File: src/rtl/dram_cmd_gate_pkg.sv
// Shared types and timing defaults for the per-rank DRAM command legality gate.
package dram_cmd_gate_pkg;

    localparam int BA_BITS       = 3;
    localparam int NUM_BANKS_DEF = 8;
    localparam int CNT_W         = 6;
    localparam int FAW_SLOTS     = 4;

    localparam int DEF_CYCLE_TRRD = 4;
    localparam int DEF_CYCLE_TFAW = 20;
    localparam int DEF_CYCLE_TCCD = 4;
    localparam int DEF_CYCLE_TWTR = 6;

    // Last command issued to a bank, as tracked by the per-bank state machines.
    typedef enum logic [2:0] {
        CODE_IDLE                 = 3'd0,
        CODE_PRECHARGE_TO_ACTIVE  = 3'd1,
        CODE_ACTIVE_TO_READ_WRITE = 3'd2,
        CODE_READ_TO_PRECHARGE    = 3'd3,
        CODE_WRITE_TO_PRECHARGE   = 3'd4,
        CODE_PRECHARGE_TO_REFRESH = 3'd5,
        CODE_REFRESH              = 3'd6
    } recode_state_t;

    typedef enum logic [2:0] {
        CMD_NOP   = 3'd0,
        CMD_ACT   = 3'd1,
        CMD_READ  = 3'd2,
        CMD_WRITE = 3'd3,
        CMD_PRE   = 3'd4,
        CMD_REF   = 3'd5
    } cmd_t;

    typedef enum logic [2:0] {
        RSN_NONE    = 3'd0,
        RSN_ILLEGAL = 3'd1,
        RSN_BANK    = 3'd2,
        RSN_RRD     = 3'd3,
        RSN_FAW     = 3'd4,
        RSN_CCD     = 3'd5,
        RSN_WTR     = 3'd6
    } reason_t;

    // Number of set bits in a 4-bit vector (0..4).
    function automatic logic [2:0] popcount4(input logic [3:0] v);
        logic [2:0] c;
        c = 3'd0;
        for (int i = 0; i < 4; i++) begin
            c = c + {2'b00, v[i]};
        end
        return c;
    endfunction

endpackage

File: src/rtl/dram_cmd_gate_faw_window.sv
// Rolling tFAW window: four slot down-counters, a lowest-free-slot allocator
// and a registered count of busy slots that is always in step with the slots.
module dram_cmd_gate_faw_window
    import dram_cmd_gate_pkg::*;
#(
    parameter int CYCLE_TFAW = DEF_CYCLE_TFAW
) (
    input  logic       clk,
    input  logic       rst_n,
    input  logic       load,
    output logic [2:0] count
);

    logic [FAW_SLOTS-1:0][CNT_W-1:0] slot_r;
    logic [FAW_SLOTS-1:0][CNT_W-1:0] slot_nxt_s;
    logic [FAW_SLOTS-1:0]            busy_nxt_s;
    logic                            found_s;
    logic [2:0]                      count_r;

    // Next slot values: busy slots tick down, a load claims the lowest free slot.
    always_comb begin
        slot_nxt_s = slot_r;
        busy_nxt_s = '0;
        found_s    = 1'b0;
        for (int i = 0; i < FAW_SLOTS; i++) begin
            if (load && !found_s && (slot_r[i] == 6'd0)) begin
                slot_nxt_s[i] = 6'(CYCLE_TFAW - 1);
                found_s       = 1'b1;
            end else if (slot_r[i] != 6'd0) begin
                slot_nxt_s[i] = slot_r[i] - 6'd1;
            end else begin
                slot_nxt_s[i] = slot_r[i];
            end
            busy_nxt_s[i] = (slot_nxt_s[i] != 6'd0);
        end
    end

    // Slot state and busy count are registered together so the count has no lag.
    always_ff @(posedge clk or negedge rst_n) begin
        if (!rst_n) begin
            slot_r  <= '0;
            count_r <= 3'd0;
        end else begin
            slot_r  <= slot_nxt_s;
            count_r <= popcount4(busy_nxt_s);
        end
    end

    assign count = count_r;

endmodule

File: src/rtl/dram_cmd_gate.sv
// Per-rank command legality gate: merges per-bank timing state with the
// inter-bank tRRD / tFAW / tCCD / tWTR timers into one grant for the candidate.
module dram_cmd_gate
    import dram_cmd_gate_pkg::*;
#(
    parameter int NUM_BANKS  = NUM_BANKS_DEF,
    parameter int CYCLE_TRRD = DEF_CYCLE_TRRD,
    parameter int CYCLE_TFAW = DEF_CYCLE_TFAW,
    parameter int CYCLE_TCCD = DEF_CYCLE_TCCD,
    parameter int CYCLE_TWTR = DEF_CYCLE_TWTR
) (
    input  logic                            clk,
    input  logic                            rst_n,
    input  logic                            req_valid,
    input  logic [2:0]                      req_cmd,
    input  logic [BA_BITS-1:0]              req_bank,
    input  logic                            req_auto_pre,
    input  logic [NUM_BANKS*5-1:0]          tp_cnt,
    input  logic [NUM_BANKS*6-1:0]          tras_cnt,
    input  recode_state_t [NUM_BANKS-1:0]   bank_code,
    output logic                            cmd_grant,
    output logic [2:0]                      block_reason,
    output logic [2:0]                      act_in_window
);

    cmd_t          cmd_s;
    logic [4:0]    tp_b_s;
    logic [5:0]    tras_b_s;
    recode_state_t code_b_s;
    logic          ref_ok_s;
    logic          act_bank_ok_s;
    logic          rw_bank_ok_s;
    logic          pre_bank_ok_s;
    logic          faw_full_s;
    reason_t       reason_s;
    logic          grant_s;
    logic          issue_s;
    logic          act_issue_s;
    logic [2:0]    faw_count_s;
    logic [5:0]    rrd_cnt_r;
    logic [5:0]    ccd_cnt_r;
    logic [5:0]    wtr_cnt_r;
    reason_t       block_reason_r;
    logic          unused_s;

    // Auto-precharge does not change legality at this stage.
    assign unused_s = req_auto_pre;

    assign cmd_s    = cmd_t'(req_cmd);
    assign tp_b_s   = tp_cnt[int'(req_bank) * 5 +: 5];
    assign tras_b_s = tras_cnt[int'(req_bank) * 6 +: 6];
    assign code_b_s = bank_code[req_bank];

    assign act_bank_ok_s = (tp_b_s == 5'd0) && (tras_b_s == 6'd0) &&
                           ((code_b_s == CODE_IDLE) || (code_b_s == CODE_PRECHARGE_TO_ACTIVE));
    assign rw_bank_ok_s  = (tp_b_s == 5'd0) &&
                           ((code_b_s == CODE_ACTIVE_TO_READ_WRITE) ||
                            (code_b_s == CODE_READ_TO_PRECHARGE) ||
                            (code_b_s == CODE_WRITE_TO_PRECHARGE));
    assign pre_bank_ok_s = (tp_b_s == 5'd0) && (tras_b_s == 6'd0);
    assign faw_full_s    = (faw_count_s >= 3'd4);

    // Refresh needs every bank quiet and either idle or precharged for refresh.
    always_comb begin
        ref_ok_s = 1'b1;
        for (int b = 0; b < NUM_BANKS; b++) begin
            ref_ok_s = ref_ok_s & (tp_cnt[b * 5 +: 5] == 5'd0) &
                       ((bank_code[b] == CODE_IDLE) || (bank_code[b] == CODE_PRECHARGE_TO_REFRESH));
        end
    end

    // Highest-priority reason the candidate is illegal; RSN_NONE means grant.
    always_comb begin
        reason_s = RSN_NONE;
        case (cmd_s)
            CMD_NOP: reason_s = RSN_NONE;
            CMD_ACT: begin
                if (!act_bank_ok_s)            reason_s = RSN_BANK;
                else if (rrd_cnt_r != 6'd0)    reason_s = RSN_RRD;
                else if (faw_full_s)           reason_s = RSN_FAW;
                else                           reason_s = RSN_NONE;
            end
            CMD_READ: begin
                if (!rw_bank_ok_s)             reason_s = RSN_BANK;
                else if (ccd_cnt_r != 6'd0)    reason_s = RSN_CCD;
                else if (wtr_cnt_r != 6'd0)    reason_s = RSN_WTR;
                else                           reason_s = RSN_NONE;
            end
            CMD_WRITE: begin
                if (!rw_bank_ok_s)             reason_s = RSN_BANK;
                else if (ccd_cnt_r != 6'd0)    reason_s = RSN_CCD;
                else                           reason_s = RSN_NONE;
            end
            CMD_PRE: begin
                if (!pre_bank_ok_s)            reason_s = RSN_BANK;
                else                           reason_s = RSN_NONE;
            end
            CMD_REF: begin
                if (!ref_ok_s)                 reason_s = RSN_BANK;
                else                           reason_s = RSN_NONE;
            end
            default: reason_s = RSN_ILLEGAL;
        endcase
    end

    // Grant is independent of req_valid so the scheduler FSM sees no loop.
    assign grant_s     = (reason_s == RSN_NONE);
    assign issue_s     = req_valid & grant_s;
    assign act_issue_s = issue_s && (cmd_s == CMD_ACT);

    // Inter-bank timers: a load on issue wins over the per-cycle decrement.
    always_ff @(posedge clk or negedge rst_n) begin
        if (!rst_n) begin
            rrd_cnt_r <= 6'd0;
            ccd_cnt_r <= 6'd0;
            wtr_cnt_r <= 6'd0;
        end else begin
            if (act_issue_s)               rrd_cnt_r <= 6'(CYCLE_TRRD - 1);
            else if (rrd_cnt_r != 6'd0)    rrd_cnt_r <= rrd_cnt_r - 6'd1;
            else                           rrd_cnt_r <= rrd_cnt_r;

            if (issue_s && ((cmd_s == CMD_READ) || (cmd_s == CMD_WRITE)))
                                           ccd_cnt_r <= 6'(CYCLE_TCCD - 1);
            else if (ccd_cnt_r != 6'd0)    ccd_cnt_r <= ccd_cnt_r - 6'd1;
            else                           ccd_cnt_r <= ccd_cnt_r;

            if (issue_s && (cmd_s == CMD_WRITE))
                                           wtr_cnt_r <= 6'(CYCLE_TWTR - 1);
            else if (wtr_cnt_r != 6'd0)    wtr_cnt_r <= wtr_cnt_r - 6'd1;
            else                           wtr_cnt_r <= wtr_cnt_r;
        end
    end

    // Remember why the most recent valid request was refused.
    always_ff @(posedge clk or negedge rst_n) begin
        if (!rst_n) begin
            block_reason_r <= RSN_NONE;
        end else if (req_valid && !grant_s) begin
            block_reason_r <= reason_s;
        end else begin
            block_reason_r <= block_reason_r;
        end
    end

    dram_cmd_gate_faw_window #(
        .CYCLE_TFAW (CYCLE_TFAW)
    ) u_faw (
        .clk   (clk),
        .rst_n (rst_n),
        .load  (act_issue_s),
        .count (faw_count_s)
    );

    assign cmd_grant     = grant_s;
    assign block_reason  = block_reason_r;
    assign act_in_window = faw_count_s;

endmodule

File: config.mk
export PLATFORM = sky130hd
export DESIGN_NAME = dram_cmd_gate
export DESIGN_NICKNAME = d
export VERILOG_FILES = /design/src/rtl/dram_cmd_gate_pkg.sv /design/src/rtl/dram_cmd_gate_faw_window.sv /design/src/rtl/dram_cmd_gate.sv
export SDC_FILE = /design/constraint.sdc
export NUM_CORES = 1
export LEC_CHECK = 0
export CORE_UTILIZATION = 48
export DETAILED_ROUTE_END_ITERATION = 8
export PLACE_DENSITY = 0.87
export SLEW_MARGIN = 25
export SYNTH_ARGS = -nofsm -noshare
export SYNTH_HDL_FRONTEND = slang
export SYNTH_HIERARCHICAL = 1
export SYNTH_SLANG_ARGS = --single-unit
File: constraint.sdc
create_clock -name clk -period 7.8 [get_ports clk]
set_input_delay 1.56 -clock clk [delete_from_list [all_inputs] [get_ports clk]]
set_output_delay 1.56 -clock clk [all_outputs]
set_load 0.01 [all_outputs]
# Word level (Yosys, flattened, before mapping)
# Cells that the tools add are included.
# totals
register_bits,48
output_inout_bits,7
word_cells,157
in_bits,122
# op_classes
order_cmp,2
n_bitwise,16
multipliers,2
n_shift,2
reduce_logical,69
mux,30
eq_ne,17
add_sub_neg,10
# ops
operator,count
6-bit two-way mux,14
6-bit nonzero test,11
48-bit by 7-bit indexed part select with 6-bit output,1
5-bit zero test,9
6-bit by 1-bit subtractor with 6-bit output (second input constant),7
40-bit by 7-bit indexed part select with 5-bit output,1
3-bit equality test (second input constant),11
3-bit zero test,11
6-bit zero test,5
3-bit two-way mux,9
3-bit one-hot mux with 6 select lines,1
1-bit AND,16
1-bit logical AND,14
3-bit by 2-bit equality test with 1-bit output (second input constant),4
1-bit logical OR,12
3-bit binary-select mux with 3-bit select,1
3-bit by 1-bit adder with 3-bit output,2
3-bit by 1-bit equality test with 1-bit output (second input constant),2
3-bit by 3-bit multiplier with 6-bit output (second input constant),1
2-bit nonzero test,3
3-bit by 2-bit multiplier with 5-bit output (second input constant),1
1-bit zero test,4
3-bit by 4-bit less-than comparator with 1-bit output (second input constant),1
2-bit two-way mux,2
other kinds (3),5

# Logic depth before layout (Yosys ltp)
# logic_depth
word_depth,38
depth_mapped,18
ltp_nobuf,17

# Hierarchy
# The synthesis kept the hierarchy.
# by_module_without_submodules
module,area_each_um2,seq_area_each_um2,n_inst,cells_each
dram_cmd_gate,1958.1,525.5,1,226
dram_cmd_gate_faw_window,1395.1,675.6,1,138

# Worst setup path after synthesis
# No wires, ideal clock.
# synth_timing
path_type,input to register
start,in tp_cnt[21]
end,"reg u_faw.count_r[1], in the netlist u_faw/count[1]"
setup_slack_ps,2424
cell_stages,14
setup_time_ps,126
arrival_time_ps,5250
cell_sequence,or4_1 -> nor3_1 -> a2111oi_0 -> a311o_1 -> o41a_4 -> nand2_1 -> nor3_2 -> o41a_1 -> nand3_2 -> a31oi_1 -> or4b_1 -> fa_1 -> ha_1 -> ha_1
# synth_rtl
item,line,source
start: declaration,dram_cmd_gate.sv:18,"input logic [NUM_BANKS*5-1:0] tp_cnt,"
end signal: assignment,dram_cmd_gate_faw_window.sv:45,count_r <= popcount4(busy_nxt_s);
end: declaration,dram_cmd_gate_faw_window.sv:18,logic [2:0] count_r;

# Final worst setup path
# layout_timing
start,in req_bank[2]
end,out cmd_grant
# layout_via
elab_chain_cells,9
# layout_lines
item,line,source
start: declaration,dram_cmd_gate.sv:16,"input logic [BA_BITS-1:0] req_bank,"
branches (longest 7 deep; another with 3-bit by 2-bit multiplier with 5-bit output),-,
3-bit one-hot mux with 6 select lines *,dram_cmd_gate.sv:75,case (cmd_s)
3-bit zero test *,dram_cmd_gate.sv:107,assign grant_s = (reason_s == RSN_NONE);
end: declaration,dram_cmd_gate.sv:21,"output logic cmd_grant,"
# Every way passes the cells marked *. The select of a mux whose other input is x is not followed.

==> results.rst <==
.. list-table::
   :header-rows: 1

   * - Metric
     - Value
   * - Startpoint of the lowest-slack hold path
     - rrd_cnt_r[2]
   * - Distinct cell type count after synthesis
     - 64
   * - Part of the cycle the worst path needs
     - 82.6%
   * - Data required time of the worst path
     - 6.24 ns
   * - Part of the Yosys area used for sequential elements
     - 35.8%
   * - WHS Path Cells
     - 1
   * - First DRT Iteration DRCs
     - 167
   * - Crit path cell chain
     - clkdlybuf4s50_1 > mux4_2 > mux2_2 > nor3_2 > nand3_1 > o21ai_0 > o211ai_2 > nor2_1 > clkdlybuf4s50_1
   * - Number of global-route vias before repair
     - 3468
   * - TritonCTS clock tree
     - yes
   * - CTS Buffer Depth
     - 2
   * - Weighted congestion at the end of routability-driven global placement
     - 0.889
   * - Stages on worst setup path
     - 9
   * - Post-route antenna net violation count
     - 0
   * - Count of flip-flops with a built-in enable after synthesis
     - 0
   * - Clock latency of the later-clocked register in the worst-skew pair
     - 0.31 ns
   * - Clock slew seen by the registers of the worst setup and hold paths
     - 0.08 ns
   * - Hold buffers post-CTS
     - 0
   * - Die area
     - 0.00732 mm^2
   * - Final number of hold-violating endpoints
     - 0
   * - Worst setup path start
     - req_bank[2]
   * - Worst setup EP type
     - primary output
   * - Total Wirelength
     - 9.85 mm
   * - Buf+Inv Stages, Crit Path
     - 2
   * - Slowest stage cell, crit path
     - sky130_fd_sc_hd__clkdlybuf4s50_1
   * - Total leakage power
     - 1.91 nW
   * - Count of boundary I/O pins
     - 129
   * - Nets in the synthesized netlist
     - 498
   * - RSZ-0062 raised after global routing
     - no
   * - Max H-tree Level
     - 2
   * - Maximum achievable frequency
     - 155 MHz
   * - Startpoint type of the worst setup path
     - input port
   * - Hold crit path type
     - reg2reg
   * - Count of input and output buffers
     - 127
   * - Clock Sinks
     - 48
   * - Post-Route Skew
     - 0.0145 ns
   * - Die Height
     - 85.6 um
   * - GR Util All Layers
     - 27.8%
   * - Number of antenna violations at the first check in global routing
     - 0
   * - Clock tree root driver cell
     - sky130_fd_sc_hd__clkbuf_8
   * - Worst endpoint data arrival time
     - 4.88 ns
   * - Max_slew headroom
     - 54.3%
   * - Largest net degree at the start of global routing
     - 49
   * - Most frequently used flop master after synthesis
     - sky130_fd_sc_hd__dfrtp_1
   * - Most common library cell in the layout ignoring fill and taps
     - sky130_fd_sc_hd__clkdlybuf4s50_1
   * - Pin slew with the least headroom to its limit
     - 0.684 ns
   * - Post-CTS setup repair buffer count
     - 0
   * - Filler Cell Count
     - 494
   * - Average wire length per cell after detail routing
     - 17.2 um
   * - Worst R2R Path Depth
     - 16
   * - CTS Buf Count
     - 5
   * - DP HPWL
     - 8.07 mm
   * - Ant diodes
     - 0
   * - Status
     - finished, final reports clean
   * - Global-route congestion overflow total
     - 0
   * - DR DRC count
     - 0
   * - Synth async-reset ratio
     - 100%
   * - Starting density of the core
     - 49.6%
   * - Final Slew Violations
     - 0
   * - Number of storage elements in the synthesis netlist
     - 48
   * - Layout cells sized above 1
     - 8.11%
   * - Final Power
     - 0.00131 W
   * - Cell Rows
     - 30
   * - # nets final
     - 626
   * - Synthesized cell area
     - 0.00335 mm^2
   * - Startpoint of the most critical register-to-register path
     - wtr_cnt_r[0]
   * - Gate family responsible for the most delay along the worst path
     - buffers and inverters
   * - Mean instance size in the synthesized netlist
     - 9.21 um^2
   * - Number of max-cap violations
     - 0
   * - Largest fanout on the critical path
     - 15
   * - Most frequent cells in the layout
     - sky130_fd_sc_hd__clkdlybuf4s50_1 (126), sky130_fd_sc_hd__dfrtp_1 (48), sky130_fd_sc_hd__nor2_1 (43)
   * - Signed area change from the synthesized netlist to the final layout
     - 43.8%
   * - Via count
     - 3318
   * - Cell area power density
     - 271 mW/mm^2
   * - Count of synthesis-stage warnings from yosys
     - 6
   * - Mapped Cells
     - 364
   * - TNS Setup
     - 0 ns
   * - Detail-routed via count per cell
     - 5.79
   * - Critical path start-end classification
     - in2out
   * - First-pass iteration count of the detailed router
     - 4
   * - Count of cells resized by post-cts repair
     - 0
   * - Cell seen most often among critical-path stages
     - sky130_fd_sc_hd__clkdlybuf4s50_1
   * - First-pass GRT wire length
     - 16.1 mm
   * - Final setup violation count
     - 0
   * - Time the final worst path needs with I/O delays and setup
     - 6.44 ns
   * - Core area
     - 0.00676 mm^2
   * - Die span in x
     - 85.6 um
   * - Worst stage delay on the critical path
     - 0.88 ns
   * - Worst vdd ir
     - 0.221 mV
-- Yosys cell counts, drive strengths merged (2+ instances only) --
library cell,number,area share [%]
o21ai,18,2.7
nor4,16,3.2
o21ba,2,0.60
xnor2,13,3.4
o41a,2,0.97
mux2i,9,2.7
or4,11,2.7
nand3,14,2.2
a21oi,10,1.6
a22oi,5,1.1
mux2,8,2.7
o21a,2,0.45
a211oi,4,0.90
nor2,43,4.8
mux4,6,4.0
and2,3,0.56
dfrtp,48,36
nand2b,5,0.93
buf,6,1.2
or3b,2,0.52
a21o,2,0.45
nand2,27,3.0
ha,11,4.1
inv,22,2.5
o31ai,3,0.82
nand4,8,1.5
nor3,24,4.2
xor2,7,1.8
or3,8,1.5
nor3b,3,0.67
-- where the power goes --
part / internal (W) / leakage (nW) / switching, W
Sequential: 0.000372 / 0.578 / 0.000113
Combinational: 0.000306 / 1.27 / 0.000302
Clock: 0.000129 / 0.0687 / 0.0000858
-- stage by stage --
stage                     setup slack (ns)  utilization [%]  cells  hold WS (ns)  area (um^2)
after floorplan                       2.42                -    364         0.442         3350
after global placement                1.38             69.3    565         0.468         4680
after detailed placement              1.28             69.3    565         0.496         4680
after CTS                             1.38             71.3    573         0.504         4820
after global routing                  1.20             71.4    573         0.531         4820
final                                 1.36             71.4    573         0.506         4820
-- final timing paths --
| check | end | slack [ns] |
|---|---|---|
| setup / recovery | cmd_grant | 1.36 |
| hold / removal | rrd_cnt_r[2] | 0.51 |
| setup reg to reg | u_faw/count[1] | 3.13 |
| hold reg to reg | rrd_cnt_r[2] | 0.51 |
| max in group asynchronous | u_faw/slot_r[4] | 6.14 |
| min in group asynchronous | block_reason[0] | 1.24 |
-- cells by family after synthesis --
logic type | Yosys count | share of synthesized area, %
simple gates | 171 | 27.8
xor+xnor | 20 | 5.22
flops | 48 | 35.8
mux | 23 | 9.40
fa+ha+maj | 12 | 4.70
compound gates | 61 | 13.2
buf+inv | 29 | 3.81
-- worst register-to-register path: cells and delay by family, from the launching register on --
| kind | cells | cell delay (ns) |
|---|---|---|
| buffers and inverters | 1 | 0.09 |
| AOI/OAI and AO/OA | 4 | 1.19 |
| adders and majority gates | 4 | 1.12 |
| DFF | 1 | 0.40 |
| and+or+nand+nor | 7 | 1.76 |
-- flip-flops by register name, summed over array words and instances (netlist names) --
name,count
block_reason,3
u_faw/slot_r,24
rrd_cnt_r,6
u_faw/count,3
wtr_cnt_r,6
ccd_cnt_r,6
-- cell type report --
class | instances | area [um^2] | share of cell area, %
multi-input combinational | 287 | 2020 | 42.0
timing repair buffer | 128 | 1280 | 26.5
sequential | 48 | 1200 | 24.9
tap | 80 | 100 | 2.08
inverter | 22 | 82.6 | 1.71
clock buffer | 5 | 68.8 | 1.43
clock inverter | 3 | 68.8 | 1.43
-- routing by layer --
metal	GRT usage [%]	routed length [um]	vias up	part of all wire, %
met2	54.7	5440	106	55
li1	-	-	1604	-
met4	6.21	108	0	1.1
met3	5.58	563	16	5.7
met1	30.4	3730	1592	38
met5	0	0	-	0
(Power assumes the default switching activity.)
